$ cat config.mk
export PLATFORM = sky130hd
export DESIGN_NAME = load_fifo33
export DESIGN_NICKNAME = d
export VERILOG_FILES = /design/src/rtl/load_fifo33.sv
export SDC_FILE = /design/constraint.sdc
export NUM_CORES = 1
export LEC_CHECK = 0
export CORE_UTILIZATION = 58
export CTS_CLUSTER_SIZE = 28
export DETAILED_ROUTE_END_ITERATION = 8
export MAX_ROUTING_LAYER = met4
export PLACE_DENSITY = 0.88
export SLEW_MARGIN = 25
export SYNTH_ARGS = -nofsm -noshare
export SYNTH_HDL_FRONTEND = slang
export SYNTH_SLANG_ARGS = --single-unit
export TNS_END_PERCENT = 100
$ cat constraint.sdc
create_clock -name CLK -period 6.5 [get_ports CLK]
set_clock_uncertainty 0.2 [all_clocks]
set_input_delay 1.3 -clock CLK [delete_from_list [all_inputs] [get_ports CLK]]
set_output_delay 1.3 -clock CLK [all_outputs]
set_load 0.02 [all_outputs]
$ cat src/rtl/load_fifo33.sv
// load_fifo33 -- first-word-fall-through FIFO fed by a 33-bit packed word.
//
// The upstream packer drives data_in = {payload[31:0], load}. Every rising
// edge with load=1 requests a push of the payload. The head entry is shown
// combinationally on data_out while the FIFO is non-empty, and is forced to
// zero while empty so stale storage never leaks out.
//
// Ports
//   CLK      in   system clock, all state on the rising edge
//   RESETn   in   asynchronous active-low reset
//   data_in  in   [32:1] payload, [0] push strobe (level, one push per cycle)
//   RE       in   pop the head entry (ignored while empty)
//   CLR_OVF  in   clear the sticky overflow flag (a same-edge overflow wins)
//   data_out out  head payload, 0 while EMPTY
//   EMPTY    out  occupancy == 0
//   FULL     out  occupancy == DEPTH
//   COUNT    out  occupancy, 0..DEPTH
//   OVF      out  sticky: a push was dropped because the FIFO was full
module load_fifo33 #(
   parameter int DEPTH = 4
) (
   input  logic                       CLK,
   input  logic                       RESETn,
   input  logic [32:0]                data_in,
   input  logic                       RE,
   input  logic                       CLR_OVF,
   output logic [31:0]                data_out,
   output logic                       EMPTY,
   output logic                       FULL,
   output logic [$clog2(DEPTH):0]     COUNT,
   output logic                       OVF
);

   localparam int AW = (DEPTH > 1) ? $clog2(DEPTH) : 1;
   localparam int CW = $clog2(DEPTH) + 1;
   localparam logic [CW-1:0] DEPTH_C = CW'(DEPTH);

   typedef struct packed {
      logic [31:0] payload;
      logic        load;
   } push_req_t;

   push_req_t        req;
   logic [31:0]      mem [DEPTH];
   logic [AW-1:0]    wr_ptr, rd_ptr;
   logic [CW-1:0]    count;
   logic             ovf;
   logic             pop, push, drop;

   assign req = push_req_t'(data_in);

   assign EMPTY = (count == '0);
   assign FULL  = (count == DEPTH_C);
   assign COUNT = count;
   assign OVF   = ovf;

   // A pop frees a slot in the same edge, so a full FIFO still accepts a
   // push when it is also being read. There is no empty bypass: a push into
   // an empty FIFO only becomes visible one edge later.
   assign pop  = RE && !EMPTY;
   assign push = req.load && (!FULL || pop);
   assign drop = req.load && FULL && !pop;

   // Pointers are AW bits wide and DEPTH is a power of two, so natural
   // overflow of the adders gives the modulo-DEPTH wrap.
   always_ff @(posedge CLK or negedge RESETn) begin
      if (!RESETn) begin
         wr_ptr <= '0;
         rd_ptr <= '0;
         count  <= '0;
         ovf    <= 1'b0;
      end else begin
         if (push) wr_ptr <= wr_ptr + 1'b1;
         if (pop)  rd_ptr <= rd_ptr + 1'b1;
         if (push && !pop)      count <= count + 1'b1;
         else if (pop && !push) count <= count - 1'b1;
         // Set has priority over clear.
         if (drop)         ovf <= 1'b1;
         else if (CLR_OVF) ovf <= 1'b0;
      end
   end

   // Storage is deliberately not reset; it is masked by EMPTY on the output.
   always_ff @(posedge CLK) begin
      if (push && RESETn) mem[wr_ptr] <= req.payload;
   end

   assign data_out = EMPTY ? 32'd0 : mem[rd_ptr];

endmodule
# --- Word level (Yosys, flattened, before mapping) ---
# Memory sizes are Yosys's and may differ from the RTL's.
# Index checks and enable logic that the tools add are counted.
classes:
  addsub: 4
  mux: 7
  eq_ne: 1
  n_reduce_logical: 15
ops:
  columns: ["cell", "n"]
  rows:
  - ["2-to-1 mux 32 bit", 1]
  - ["logical AND 1 bit", 7]
  - ["2-to-1 mux 3 bit", 2]
  - ["adder 2 x 1 -> 2 bit, second input constant", 2]
  - ["logical NOT 1 bit", 4]
  - ["2-to-1 mux 1 bit", 4]
  - ["nonzero test 2 bit", 2]
  - ["adder 3 x 1 -> 3 bit, second input constant", 1]
  - ["== test 3 bit, second input constant", 1]
  - ["logical NOT 3 bit", 1]
  - ["subtractor 3 x 1 -> 3 bit, second input constant", 1]
  - ["logical OR 1 bit", 1]
word_totals:
  ramBits: 128
  mem_count: 1
  register_bits: 8
  wordCells: 32
  inputBits: 37
memory_table:
  columns: ["memory", "words", "word_bits", "rd", "rd_ports_with_merged_regs", "wr", "line", "text"]
  rows:
  - ["mem", 4, 32, 1, 0, 1, "44", "logic [31:0] mem [DEPTH];"]

# --- Longest topological paths before layout ---
depth:
  depth_word: 9
  ltp_mapped: 8
  ltp_nobuf: 8

# --- Least setup slack after synthesis ---
# Ideal clock, no wire load.
synth_path:
  kind: "register to output"
  start: "register count[0] (netlist: COUNT[0])"
  end: "output data_out[18]"
  required_time_ps: 5000
  path_buffers: 1
  slack_ps: 3507
  arrival_ps: 1493
  path_stages_with_launch: 4
  path_cell_list: "dfrtp_1 -> nor3_1 -> clkbuf_1 -> and2b_1"
synth_between:
  elab_chain_cells: 2
synth_rtl:
  columns: ["item", "line", "text"]
  rows:
  - ["from (decl)", "46", "logic [CW-1:0] count;"]
  - ["from (signal assigned)", "75", "if (push && !pop) count <= count + 1'b1;"]
  - ["from (signal assigned)", "76", "else if (pop && !push) count <= count - 1'b1;"]
  - ["logical NOT 3 bit", "52", "assign EMPTY = (count == '0);"]
  - ["2-to-1 mux 32 bit", "88", "assign data_out = EMPTY ? 32'd0 : mem[rd_ptr];"]
  - ["to (decl)", "27", "output logic [31:0] data_out,"]
# No other way between the ends.

# --- Worst setup path after layout ---
layout_path:
  start: "register rd_ptr[0]"
  end: "output data_out[16]"
layout_between:
  elab_chain_cells: 2
layout_rtl:
  columns: ["item", "line", "text"]
  rows:
  - ["from (decl)", "45", "logic [AW-1:0] wr_ptr, rd_ptr;"]
  - ["from (signal assigned)", "74", "if (pop) rd_ptr <= rd_ptr + 1'b1;"]
  - ["memory (4 x 32 bit)", null, null]
  - ["2-to-1 mux 32 bit", "88", null]
# No other way between the ends.

==> results.md <==
* Outcome: complete, but fails checks
* Failing checks: DRC
* Register area at between 4000 and 5000 sq um
* Die Span X at 97.7 um
* Synth Warn # at 0
* Port Buffer Count at 74
* GRT Total Usage at 23.4%
* Die ar. at approximately 9500 sq um
* I/O pin total at 75
* EDFF count, synth at about 130
* Starting DRC count in detailed routing at 170
* Internal power at 2.26 mW
* WP data arrival at 2.93 ns
* Post-cts resize count at 0
* Worst rel slew slack at 39.5%
* Layout cells sized above 1 at 21.8%
* CP Capture Type: output port
* Initial antenna violation count at 0
* Max rail drop VDD at 0.282 mV
* Final hold violations at 0
* Hold_buf cts at 0
* Number of maximum-capacitance violations at 0
* CP top delay family: buffers and inverters
* Routed WL at 9780 um
* Worst slew pin tran at 0.908 ns
* ANT nets after route at 0
* Ant. Diodes at 0
* Via density at 5.82
* Setup TNS at 0 ns
* Layout area overhead at 27.1%
* GPL Wtd Cong at 0.707
* Final setup vio count at 0
* Worst path cell trace: buf_4, mux4_2, and2b_1, clkdlybuf4s50_1
* Starting Density at 60.3%
* P_sw at 1.00 mW
* Fillcell total at ~480
* Yosys cell types at 24
* Nets@finish at 370
* Comb pwr share at 34.6%
* Global route total overflow at 0
* CTS tree: built
* Worst Path Buf+Inv at 2
* Power density over the cells at 484 nW/um^2
* Post-DP HPWL at 5050 um
* Vias in the first global route at 2,853
* Max Buffers Root-to-Sink at 2
* Clk sinks at 136
* First-pass GRT wire length at 15,400 um
* DR WL/cell at between 20 and 25 um
* H-tree lvl count at 4
* Worst stage delay on the critical path at 0.58 ns
* RSZ-0062 raised after global routing: false
* Vias after detailed routing at 2,607
* Core ar. at a little under 9000 sq um
* Post-placement cell count at around 420
* Root Driver: clkbuf_8
* Crit Path Max Fanout at 25
* Seq pwr share at 36.2%
* Worst skew pair latency at 0.50 ns
* Final min period at around 4.4 ns
* Post-synth ARST share at 5.88%
* Switching part of the total at 30.8%
* Max Freq at 226 MHz
* Leakage at 2.29 nW
* Inserted Clock Buffers at 17
* Clock transition at the registers of the reported paths at 0.06 ns
* Syn_nets at roughly 290
* Slowest cell on the critical path: mux4_2
* Area of the multi-input gates at between 1000 and 1500 sq um
* WP data required at 5.00 ns
* Post-Syn Area per Cell at 21.8 sq um
* Remaining DRCs at 10
* Mapped Area at 5310 sq um
* WS Path Type: flip-flop to output port
* Clock power frac at 29.2%
* Row cnt at 34
* Die Height at around 98 um
* Postcts setup bufs at 0
* Syn Inst Count at 243
* Final non-filler cell total at 448
* Post-synth top flop: edfxtp_1
* Final Cycle Share at 68.2%
* Largest net degree at the start of global routing at 34
* CP startpoint kind: flip-flop
* Max Slew Vio Count at 0
* Yosys reg bits at about 140
* DR pass1 iterations at 7
* Sequential area share after synthesis at 76.2%
* Hold Crit Class: flip-flop to flip-flop
==> path summary, 6_finish.rpt <==
check	start	end	slack [ns]	depth (start not counted)
hold reg to reg	OVF	OVF	0.35	2
setup reg to reg	COUNT[1]	COUNT[2]	3.80	8
setup / recovery	rd_ptr[0]	data_out[16]	2.07	4
min in group asynchronous	RESETn	COUNT[1]	0.92	1
max in group asynchronous	RESETn	rd_ptr[0]	4.84	1
hold / removal	OVF	OVF	0.35	2
==> registers in the layout, summed over array words and instances, names as in the netlist <==
register and count:
mem 128, COUNT 3, rd_ptr 2, wr_ptr 2, OVF 1
==> power groups by stage <==
| stage | clock (mW) | sequential [mW] | combinational, mW |
|---|---|---|---|
| detailed placement | 0 | 1.19 | 1.10 |
| global placement | 0 | 1.19 | 1.09 |
| finish | 0.951 | 1.18 | 1.13 |
| CTS | 0.961 | 1.18 | 1.14 |
| floorplan | 0 | 1.14 | 0.722 |
| global route | 0.997 | 1.20 | 1.19 |
==> cell usage after synthesis (all sizes together), types with 2 or more instances <==
cell    instances  share of area (%)
xor2            3               0.50
and3            4               0.47
clkbuf          3               0.21
ha              5                1.2
xnor2           3               0.50
nor2b          21                2.5
and2b          11                1.6
inv             6               0.42
edfxtp        128                 72
mux4           32                 14
nor2            2               0.14
dfrtp           8                3.8
mux2            2               0.49
buf             8                1.0
==> per-stage QoR <==
| stage | util (%) | hold WS [ns] | power, mW | setup WS [ns] | instance area [sq um] |
|---|---|---|---|---|---|
| global route | 76.6 | 0.385 | 3.38 | 1.91 | 6740 |
| global placement | 69.8 | 0.323 | 2.28 | 2.59 | 6150 |
| detailed placement | 69.8 | 0.327 | 2.30 | 2.53 | 6150 |
| finish | 76.6 | 0.347 | 3.26 | 2.07 | 6740 |
| floorplan | - | 0.335 | 1.86 | 3.51 | 5310 |
| CTS | 76.5 | 0.336 | 3.28 | 1.95 | 6740 |
==> worst register-to-register path: cells and delay by family (launching register included) <==
kind / cells / cell delay, ns
AND/OR/NAND/NOR: 3 / 1.00
adder cells (fa/ha/maj): 2 / 0.58
flip-flops: 1 / 0.46
XOR/XNOR: 2 / 0.31
buffers and inverters: 1 / 0.06
==> cell usage in the layout (no fill, tap or decap), drive strengths merged <==
cell | netlist | layout
and2b | 11 | 11
and3 | 4 | 4
buf | 8 | 2
bufinv | 0 | 3
clkbuf | 3 | 18
clkdlybuf4s50 | 0 | 74
clkinv | 0 | 6
clkinvlp | 0 | 3
dfrtp | 8 | 8
edfxtp | 128 | 128
fa | 1 | 1
ha | 5 | 5
inv | 6 | 8
mux2 | 2 | 2
mux4 | 32 | 32
nand2 | 1 | 1
nand2b | 1 | 1
nor2 | 2 | 2
nor2b | 21 | 21
nor3 | 1 | 1
o21a | 1 | 1
o32ai | 1 | 1
or3b | 1 | 1
xnor2 | 3 | 3
xor2 | 3 | 3
==> cell families after synthesis <==
group | after synthesis | synth area share, %
compound gates | 2 | 0.448
xor+xnor | 6 | 0.990
flops | 136 | 76.2
simple gates | 42 | 5.09
buf+inv | 17 | 1.65
fa+ha+maj | 6 | 1.56
mux | 34 | 14.1
==> routing by layer <==
| metal | routed length (um) | vias up | global-route usage, % | share of wire [%] |
|---|---|---|---|---|
| met2 | 4960 | 110 | 35.7 | 51 |
| met4 | 163 | 0 | 9.67 | 1.7 |
| met5 | 0 | - | - | 0 |
| met3 | 446 | 15 | 5.83 | 4.6 |
| met1 | 4220 | 1343 | 30.5 | 43 |
| li1 | - | 1139 | - | - |
==> final cells by class <==
type	instances	share of cell area, %
clock inverters	14	2.58
flip-flops and latches	136	60.0
well taps	108	2.00
inverters	6	0.334
multi-input cells	90	17.7
repair buffers	76	11.2
clock buffers	18	6.20
(Power assumes the default switching activity.)
